**src/rtl/uart_rx_core_if.sv**
```systemverilog
// Serial-side and byte-side signals of the UART receive deserializer.
// The slave modport is the receiver; the master modport is whoever drives the line and consumes bytes.
interface uart_rx_core_if #(
    parameter int DATA_BITS = 8
);
    logic                 baud_clk;
    logic                 rx;
    logic [DATA_BITS-1:0] rx_data;
    logic                 rx_valid;
    logic                 parity_err;
    logic                 frame_err;
    logic                 busy;

    modport master (
        output baud_clk,
        output rx,
        input  rx_data,
        input  rx_valid,
        input  parity_err,
        input  frame_err,
        input  busy
    );

    modport slave (
        input  baud_clk,
        input  rx,
        output rx_data,
        output rx_valid,
        output parity_err,
        output frame_err,
        output busy
    );
endinterface

```
**src/rtl/uart_rx_core.sv**
```systemverilog
// UART receive deserializer: recovers 8N1 / 8E1 / 8O1 style frames from an oversampled line,
// using the rising edges of baud_clk as a sampling enable in the clk domain.
module uart_rx_core #(
    parameter int DATA_BITS  = 8,
    parameter int OVERSAMPLE = 16,
    parameter int PARITY_EN  = 0,
    parameter int PARITY_ODD = 0
) (
    input  logic          clk,
    input  logic          rst,
    uart_rx_core_if.slave bus
);
    localparam int CNT_W = $clog2(OVERSAMPLE);
    localparam int BIT_W = (DATA_BITS > 1) ? $clog2(DATA_BITS) : 1;
    localparam logic ODD_BIT = (PARITY_ODD != 0);
    localparam logic HAS_PARITY = (PARITY_EN != 0);

    typedef enum logic [2:0] {
        IDLE   = 3'd0,
        START  = 3'd1,
        DATA   = 3'd2,
        PARITY = 3'd3,
        STOP   = 3'd4
    } state_e;

    state_e               state_q,      state_d;
    logic [CNT_W-1:0]     tick_cnt_q,   tick_cnt_d;
    logic [BIT_W-1:0]     bit_cnt_q,    bit_cnt_d;
    logic [DATA_BITS-1:0] shift_q,      shift_d;
    logic                 par_err_q,    par_err_d;
    logic [DATA_BITS-1:0] rx_data_q,    rx_data_d;
    logic                 rx_valid_q,   rx_valid_d;
    logic                 parity_err_q, parity_err_d;
    logic                 frame_err_q,  frame_err_d;
    logic                 busy_q,       busy_d;
    logic                 sync1_q,      sync2_q;
    logic                 prev_rx_q;
    logic                 baud_q;

    logic rx_s;
    logic tick;
    logic tick_half;
    logic tick_last;
    logic last_bit;

    // A result of 1 means data bits plus received parity bit disagree with the selected sense.
    function automatic logic calc_parity_err(input logic [DATA_BITS-1:0] d, input logic p);
        return (^d) ^ p ^ ODD_BIT;
    endfunction

    assign rx_s      = sync2_q;
    assign tick      = bus.baud_clk & ~baud_q;
    assign tick_half = (tick_cnt_q == CNT_W'(OVERSAMPLE / 2 - 1));
    assign tick_last = (tick_cnt_q == CNT_W'(OVERSAMPLE - 1));
    assign last_bit  = (bit_cnt_q == BIT_W'(DATA_BITS - 1));

    // Next-state and output computation for the receive FSM.
    always_comb begin
        state_d      = state_q;
        tick_cnt_d   = tick_cnt_q;
        bit_cnt_d    = bit_cnt_q;
        shift_d      = shift_q;
        par_err_d    = par_err_q;
        rx_data_d    = rx_data_q;
        rx_valid_d   = 1'b0;
        parity_err_d = parity_err_q;
        frame_err_d  = frame_err_q;

        case (state_q)
            IDLE: begin
                // Edge detection runs every clk; a line stuck low after a break never restarts.
                if (!rx_s && prev_rx_q) begin
                    tick_cnt_d = '0;
                    state_d    = START;
                end else begin
                    state_d = IDLE;
                end
            end
            START: begin
                if (tick) begin
                    if (tick_half) begin
                        if (!rx_s) begin
                            tick_cnt_d = '0;
                            bit_cnt_d  = '0;
                            state_d    = DATA;
                        end else begin
                            state_d = IDLE;
                        end
                    end else begin
                        tick_cnt_d = tick_cnt_q + CNT_W'(1);
                    end
                end else begin
                    state_d = START;
                end
            end
            DATA: begin
                if (tick) begin
                    if (tick_last) begin
                        tick_cnt_d = '0;
                        shift_d    = {rx_s, shift_q[DATA_BITS-1:1]};
                        if (last_bit) begin
                            bit_cnt_d = '0;
                            state_d   = HAS_PARITY ? PARITY : STOP;
                        end else begin
                            bit_cnt_d = bit_cnt_q + BIT_W'(1);
                        end
                    end else begin
                        tick_cnt_d = tick_cnt_q + CNT_W'(1);
                    end
                end else begin
                    state_d = DATA;
                end
            end
            PARITY: begin
                if (tick) begin
                    if (tick_last) begin
                        tick_cnt_d = '0;
                        par_err_d  = calc_parity_err(shift_q, rx_s);
                        state_d    = STOP;
                    end else begin
                        tick_cnt_d = tick_cnt_q + CNT_W'(1);
                    end
                end else begin
                    state_d = PARITY;
                end
            end
            STOP: begin
                // Outputs register on the sampling tick so rx_valid rises on the following cycle.
                if (tick) begin
                    if (tick_last) begin
                        tick_cnt_d   = '0;
                        rx_data_d    = shift_q;
                        frame_err_d  = ~rx_s;
                        parity_err_d = HAS_PARITY ? par_err_q : 1'b0;
                        rx_valid_d   = 1'b1;
                        state_d      = IDLE;
                    end else begin
                        tick_cnt_d = tick_cnt_q + CNT_W'(1);
                    end
                end else begin
                    state_d = STOP;
                end
            end
            default: begin
                state_d = IDLE;
            end
        endcase

        busy_d = (state_d != IDLE);
    end

    // State, counters, synchronizer and registered outputs.
    always_ff @(posedge clk) begin
        if (rst) begin
            state_q      <= IDLE;
            tick_cnt_q   <= '0;
            bit_cnt_q    <= '0;
            shift_q      <= '0;
            par_err_q    <= 1'b0;
            rx_data_q    <= '0;
            rx_valid_q   <= 1'b0;
            parity_err_q <= 1'b0;
            frame_err_q  <= 1'b0;
            busy_q       <= 1'b0;
            sync1_q      <= 1'b1;
            sync2_q      <= 1'b1;
            prev_rx_q    <= 1'b1;
            baud_q       <= 1'b0;
        end else begin
            state_q      <= state_d;
            tick_cnt_q   <= tick_cnt_d;
            bit_cnt_q    <= bit_cnt_d;
            shift_q      <= shift_d;
            par_err_q    <= par_err_d;
            rx_data_q    <= rx_data_d;
            rx_valid_q   <= rx_valid_d;
            parity_err_q <= parity_err_d;
            frame_err_q  <= frame_err_d;
            busy_q       <= busy_d;
            sync1_q      <= bus.rx;
            sync2_q      <= sync1_q;
            prev_rx_q    <= sync2_q;
            baud_q       <= bus.baud_clk;
        end
    end

    assign bus.rx_data    = rx_data_q;
    assign bus.rx_valid   = rx_valid_q;
    assign bus.parity_err = parity_err_q;
    assign bus.frame_err  = frame_err_q;
    assign bus.busy       = busy_q;
endmodule
```
**src/flat_wrapper.sv**
```systemverilog
// flat-port wrapper written by rule: the top's interface ports become plain ports
module uart_rx_core_flat 
#(
    parameter int DATA_BITS  = 8,
    parameter int OVERSAMPLE = 16,
    parameter int PARITY_EN  = 0,
    parameter int PARITY_ODD = 0
)
  (clk, rst, bus_baud_clk, bus_rx, bus_rx_data, bus_rx_valid, bus_parity_err, bus_frame_err, bus_busy);
  uart_rx_core_if #(.DATA_BITS(DATA_BITS)) bus_i ();
  input  logic clk;
  input  logic rst;
  input wire logic [$bits(bus_i.baud_clk)-1:0] bus_baud_clk;
  input wire logic [$bits(bus_i.rx)-1:0] bus_rx;
  output wire logic [$bits(bus_i.rx_data)-1:0] bus_rx_data;
  output wire logic [$bits(bus_i.rx_valid)-1:0] bus_rx_valid;
  output wire logic [$bits(bus_i.parity_err)-1:0] bus_parity_err;
  output wire logic [$bits(bus_i.frame_err)-1:0] bus_frame_err;
  output wire logic [$bits(bus_i.busy)-1:0] bus_busy;
  assign bus_i.baud_clk = bus_baud_clk;
  assign bus_i.rx = bus_rx;
  assign bus_rx_data = bus_i.rx_data;
  assign bus_rx_valid = bus_i.rx_valid;
  assign bus_parity_err = bus_i.parity_err;
  assign bus_frame_err = bus_i.frame_err;
  assign bus_busy = bus_i.busy;
  uart_rx_core #(.DATA_BITS(DATA_BITS), .OVERSAMPLE(OVERSAMPLE), .PARITY_EN(PARITY_EN), .PARITY_ODD(PARITY_ODD)) u_core (.clk(clk), .rst(rst), .bus(bus_i));
endmodule
```
**config.mk**
```make
export PLATFORM = sky130hd
export DESIGN_NAME = uart_rx_core_flat
export DESIGN_NICKNAME = d
export VERILOG_FILES = /design/src/rtl/uart_rx_core_if.sv /design/src/rtl/uart_rx_core.sv /design/src/flat_wrapper.sv
export SDC_FILE = /design/constraint.sdc
export NUM_CORES = 1
export LEC_CHECK = 0
export BUFFER_PORTS_ARGS = -buffer_cell sky130_fd_sc_hd__buf_4
export CAP_MARGIN = 0
export CORE_MARGIN = 4
export CORE_UTILIZATION = 25
export DETAILED_ROUTE_END_ITERATION = 10
export GPL_TIMING_DRIVEN = 0
export PLACE_DENSITY = 0.52
export SYNTH_ARGS = -nofsm -noshare
export SYNTH_HDL_FRONTEND = slang
export SYNTH_SLANG_ARGS = --single-unit
```
**constraint.sdc**
```tcl
create_clock -name clk -period 1.96 [get_ports clk]
set_input_delay 0.294 -clock clk [delete_from_list [all_inputs] [get_ports clk]]
set_output_delay 0.294 -clock clk [all_outputs]
set_load 0.1 [all_outputs]
```
==> report_table.html <==
<table>
<tr><th>Metric</th><th>Value</th></tr>
<tr><th colspan="2">Clock tree</th></tr>
<tr><td>Number of buffers created by CTS</td><td>5</td></tr>
<tr><td>Root Driver</td><td>sky130_fd_sc_hd__clkbuf_8</td></tr>
<tr><td>Clk pin slew, worst setup/hold paths</td><td>0.07 ns</td></tr>
<tr><td>Clock tree from TritonCTS</td><td>built</td></tr>
<tr><td>Post-CTS setup buffers</td><td>0</td></tr>
<tr><td>Clock network latency to the later pin of the worst-skew pair</td><td>0.29 ns</td></tr>
<tr><td>Maximum level of the CTS H-tree</td><td>2</td></tr>
<tr><td>Maximum number of buffers from clock root to sink</td><td>2</td></tr>
<tr><td>Clock sink count</td><td>33</td></tr>
<tr><th colspan="2">Worst hold path</th></tr>
<tr><td>Hold crit path type</td><td>input pin to register</td></tr>
<tr><th colspan="2">STA</th></tr>
<tr><td>Setup Skew</td><td>between 0.006 and 0.007 ns</td></tr>
<tr><td>Hold violation count in the final report</td><td>0</td></tr>
<tr><td>Post-Route Hold Slack</td><td>0.193 ns</td></tr>
<tr><td>Maximum frequency from static timing analysis</td><td>527 MHz</td></tr>
<tr><td>Max Slew Vio Count</td><td>0</td></tr>
<tr><td>Count of endpoints failing setup in the final report</td><td>0</td></tr>
<tr><td>Min cycle time layout</td><td>1.90 ns</td></tr>
<tr><td>Share of the cycle needed by the critical path after routing</td><td>96.8%</td></tr>
<tr><td>Final-layout setup total negative slack</td><td>0 ns</td></tr>
<tr><td>Worst relative slew slack</td><td>62.7%</td></tr>
<tr><td>Pin slew with the least headroom to its limit</td><td>~0.56 ns</td></tr>
<tr><th colspan="2">Die</th></tr>
<tr><td>Area of the core region</td><td>5680 µm²</td></tr>
<tr><td>Number of placement rows</td><td>27</td></tr>
<tr><td>Die X</td><td>between 80 and 90 µm</td></tr>
<tr><td>Initial cell density of the core</td><td>26.5%</td></tr>
<tr><td>Top Ports</td><td>16</td></tr>
<tr><td>Die extent in y</td><td>85.5 µm</td></tr>
<tr><td>Area of the die</td><td>roughly 7300 µm²</td></tr>
<tr><th colspan="2">Finish</th></tr>
<tr><td># nets final</td><td>188</td></tr>
<tr><td>Commonest cells after routing, fill and taps aside</td><td>32 x sky130_fd_sc_hd__dfxtp_1, 16 x sky130_fd_sc_hd__buf_4, 16 x sky130_fd_sc_hd__nand2_1, 16 x sky130_fd_sc_hd__a21oi_1, 15 x sky130_fd_sc_hd__nor2_1</td></tr>
<tr><td>Final Core Density</td><td>32.0%</td></tr>
<tr><td>Area growth from synthesis to layout</td><td>21.0%</td></tr>
<tr><td># diodes</td><td>0</td></tr>
<tr><td>Share of layout cells above drive strength 1</td><td>around a quarter</td></tr>
<tr><td>Non-filler instance count after layout</td><td>254</td></tr>
<tr><td>Filler cell count in the final layout</td><td>609</td></tr>
<tr><td>Most frequent standard cell in the layout excluding fill and tap cells</td><td>sky130_fd_sc_hd__dfxtp_1</td></tr>
<tr><th colspan="2">Power</th></tr>
<tr><td>Peak supply drop</td><td>between 0.2 and 0.25 mV</td></tr>
<tr><td>Pwr dens</td><td>777 nW/µm²</td></tr>
<tr><td>Final Power</td><td>approximately 1.4 mW</td></tr>
<tr><td>P_leak</td><td>between 0.7 and 0.8 nW</td></tr>
<tr><th colspan="2">Synth</th></tr>
<tr><td>Distinct cell type count after synthesis</td><td>between 40 and 50</td></tr>
<tr><td>Seq/Total Area, Yosys</td><td>a little over two fifths</td></tr>
<tr><td>Warning count from the yosys run</td><td>0</td></tr>
<tr><td>Commonest register cell after synthesis</td><td>sky130_fd_sc_hd__dfxtp_1</td></tr>
<tr><td>Synthesized Nets</td><td>approximately 170</td></tr>
<tr><td>Post-synth design cell area</td><td>1500 µm²</td></tr>
<tr><td>Instance count of the mapped netlist</td><td>160</td></tr>
<tr><td>Flip-flop and latch count after synthesis</td><td>33</td></tr>
<tr><td>Average size of a mapped cell</td><td>9.39 µm²</td></tr>
<tr><td>Asr flop ratio synth</td><td>0%</td></tr>
<tr><td>Count of flip-flops with a built-in enable after synthesis</td><td>0</td></tr>
<tr><th colspan="2">Run status</th></tr>
<tr><td>Outcome</td><td>completed</td></tr>
<tr><th colspan="2">Flow run</th></tr>
<tr><td>Total of max-cap violations</td><td>0</td></tr>
<tr><th colspan="2">Place</th></tr>
<tr><td>Final weighted congestion in routability-driven placement</td><td>0.741</td></tr>
<tr><td>Total placed cells including tap cells</td><td>246</td></tr>
<tr><td>Count of buffers inserted at the top-level ports</td><td>14</td></tr>
<tr><td>Final HPWL DP</td><td>a little over 2000 µm</td></tr>
<tr><th colspan="2">Detailed routing</th></tr>
<tr><td>Post-route antenna net violation count</td><td>0</td></tr>
<tr><td>DRC</td><td>0</td></tr>
<tr><td>Drt wl/cell</td><td>11.9 µm</td></tr>
<tr><td>Detailed Routing Iterations Pass 1</td><td>4</td></tr>
<tr><td>DRC marker count from the first detailed-route iteration</td><td>84</td></tr>
<tr><td>Total via count in the routed design</td><td>1161</td></tr>
<tr><td>Via-per-instance ratio</td><td>4.57</td></tr>
<tr><td>DRT Wirelength</td><td>3030 µm</td></tr>
<tr><th colspan="2">Critical path</th></tr>
<tr><td>Startpoint-to-endpoint class of the critical path</td><td>register to register</td></tr>
<tr><td>Count of buffer and inverter cells on the critical path</td><td>2</td></tr>
<tr><td>Arrival time at the worst endpoint</td><td>2.07 ns</td></tr>
<tr><td>Cell-by-cell listing of the critical path</td><td>ha_2 &gt; and4b_1 &gt; buf_4 &gt; and2_1 &gt; buf_6 &gt; nor3_1 &gt; o21a_1 &gt; or3_1</td></tr>
<tr><td>Required time of the critical path</td><td>2.13 ns</td></tr>
<tr><td>Critical Path Slowest Stage Cell</td><td>sky130_fd_sc_hd__dfxtp_1</td></tr>
<tr><td>Endpoint type of the worst setup path</td><td>register</td></tr>
<tr><td>Gate family responsible for the most delay along the worst path</td><td>simple AND/OR/NAND/NOR gates</td></tr>
<tr><td>Largest incremental delay on the critical path</td><td>0.35 ns</td></tr>
<tr><td>Worst Path Max Fanout</td><td>9</td></tr>
<tr><td>Startpoint type of the worst setup path</td><td>register</td></tr>
<tr><th colspan="2">Global route</th></tr>
<tr><td>Antenna violations before repair</td><td>0</td></tr>
<tr><td>Combined global-route utilization of all metal layers</td><td>under 10%</td></tr>
<tr><td>Via count of the first global-routing pass</td><td>between 1000 and 1500</td></tr>
<tr><td>Overall overflow remaining after global route</td><td>0</td></tr>
<tr><td>Wire length of the first global-routing pass</td><td>4970 µm</td></tr>
<tr><td>Largest net degree at the start of global routing</td><td>11</td></tr>
</table>
==> sequential cells by signal, indices dropped and copies added (netlist names) <==
signal	cells
u_core.baud_q	1
u_core.rx_s	1
u_core.tick_cnt_q	4
u_core.prev_rx_q	1
u_core.bus.busy	1
u_core.bit_cnt_q	3
u_core.sync1_q	1
u_core.shift_q	8
u_core.bus.rx_data	8
u_core.bus.rx_valid	1
u_core.bus.frame_err	1
u_core.state_q	3
==> cell families after synthesis <==
logic type                 share of synthesized area (%)
muxes                                               6.00
DFF                                                 44.0
other                                              0.250
xor gates and xnor gates                            1.17
and+or+nand+nor                                     24.9
buffers and inverters                               7.66
AOI/OAI and AO/OA                                   13.6
adders and majority gates                           2.50
==> report_power, final <==
| part | internal (mW) | leakage [nW] | total, mW | switching (mW) |
|---|---|---|---|---|
| clock network | 0.414 | 0.0585 | 0.661 | 0.247 |
| logic | 0.0263 | 0.409 | 0.0719 | 0.0456 |
| registers | 0.677 | 0.267 | 0.680 | 0.00359 |
==> metrics by stage <==
step / instance area, µm² / setup WS, ns
after global placement: 1700 / 0.0511
after floorplan: 1500 / 0.199
after CTS: 1810 / 0.0121
after global routing: 1820 / -0.00623
final: 1820 / 0.0617
after detailed placement: 1700 / 0.0342
==> what timing repair did <==
action / in CTS / in global routing
resized for setup: 0 / 2
hold buffers: 0 / 0
setup endpoints to repair: 0 / 2
==> cell usage after synthesis, types with 2 or more instances <==
cell type | instances | share of area (%)
sky130_fd_sc_hd__nor2b_1 | 4 | 1.7
sky130_fd_sc_hd__inv_1 | 3 | 0.75
sky130_fd_sc_hd__nor2_1 | 15 | 3.7
sky130_fd_sc_hd__clkbuf_8 | 2 | 1.8
sky130_fd_sc_hd__nand3b_1 | 2 | 1.0
sky130_fd_sc_hd__o21a_1 | 2 | 1.0
sky130_fd_sc_hd__mux2i_1 | 9 | 6.0
sky130_fd_sc_hd__nor3_1 | 2 | 0.67
sky130_fd_sc_hd__or4b_1 | 2 | 1.3
sky130_fd_sc_hd__xnor2_1 | 2 | 1.2
sky130_fd_sc_hd__clkbuf_1 | 3 | 0.75
sky130_fd_sc_hd__or2_2 | 3 | 1.2
sky130_fd_sc_hd__o21ai_0 | 4 | 1.3
sky130_fd_sc_hd__a21oi_1 | 16 | 5.3
sky130_fd_sc_hd__dfxtp_1 | 33 | 44
sky130_fd_sc_hd__ha_1 | 3 | 2.5
sky130_fd_sc_hd__o2111ai_1 | 2 | 1.2
sky130_fd_sc_hd__nand3_1 | 10 | 3.3
sky130_fd_sc_hd__buf_4 | 2 | 1.0
sky130_fd_sc_hd__nand2_1 | 16 | 4.0
sky130_fd_sc_hd__buf_6 | 4 | 3.0
==> layout make-up <==
type / count / area [µm²] / share of cell area, %
Multi-Input combinational cell: 112 / 729 / 40.1
Sequential cell: 33 / 662 / 36.4
Timing Repair Buffer: 14 / 105 / 5.78
Buffer: 12 / 104 / 5.71
Tap cell: 72 / 90.1 / 4.96
Clock buffer: 7 / 86.3 / 4.75
Clock inverter: 1 / 30.0 / 1.65
Inverter: 3 / 11.3 / 0.619
==> metal layers <==
metal	up-vias	wire, µm	GRT usage (%)	part of all wire, %
li1	598	-	-	-
met1	539	1560	12.0	52
met2	17	1290	11.7	43
met3	7	102	2.98	3.4
met4	0	72	4.75	2.4
met5	-	0	0	0
==> path summary, 6_finish.rpt <==
check,startpoint,endpoint,slack [ns],cells after the start
worst max-delay path,u_core.tick_cnt_q[1],u_core.bus.busy,0.06,8
worst min-delay path,bus_rx,u_core.sync1_q,0.19,2
worst max register to register,u_core.tick_cnt_q[1],u_core.bus.busy,0.06,8
worst min register to register,u_core.sync1_q,u_core.rx_s,0.41,1
Note: power is estimated with default switching activity, not from simulation.
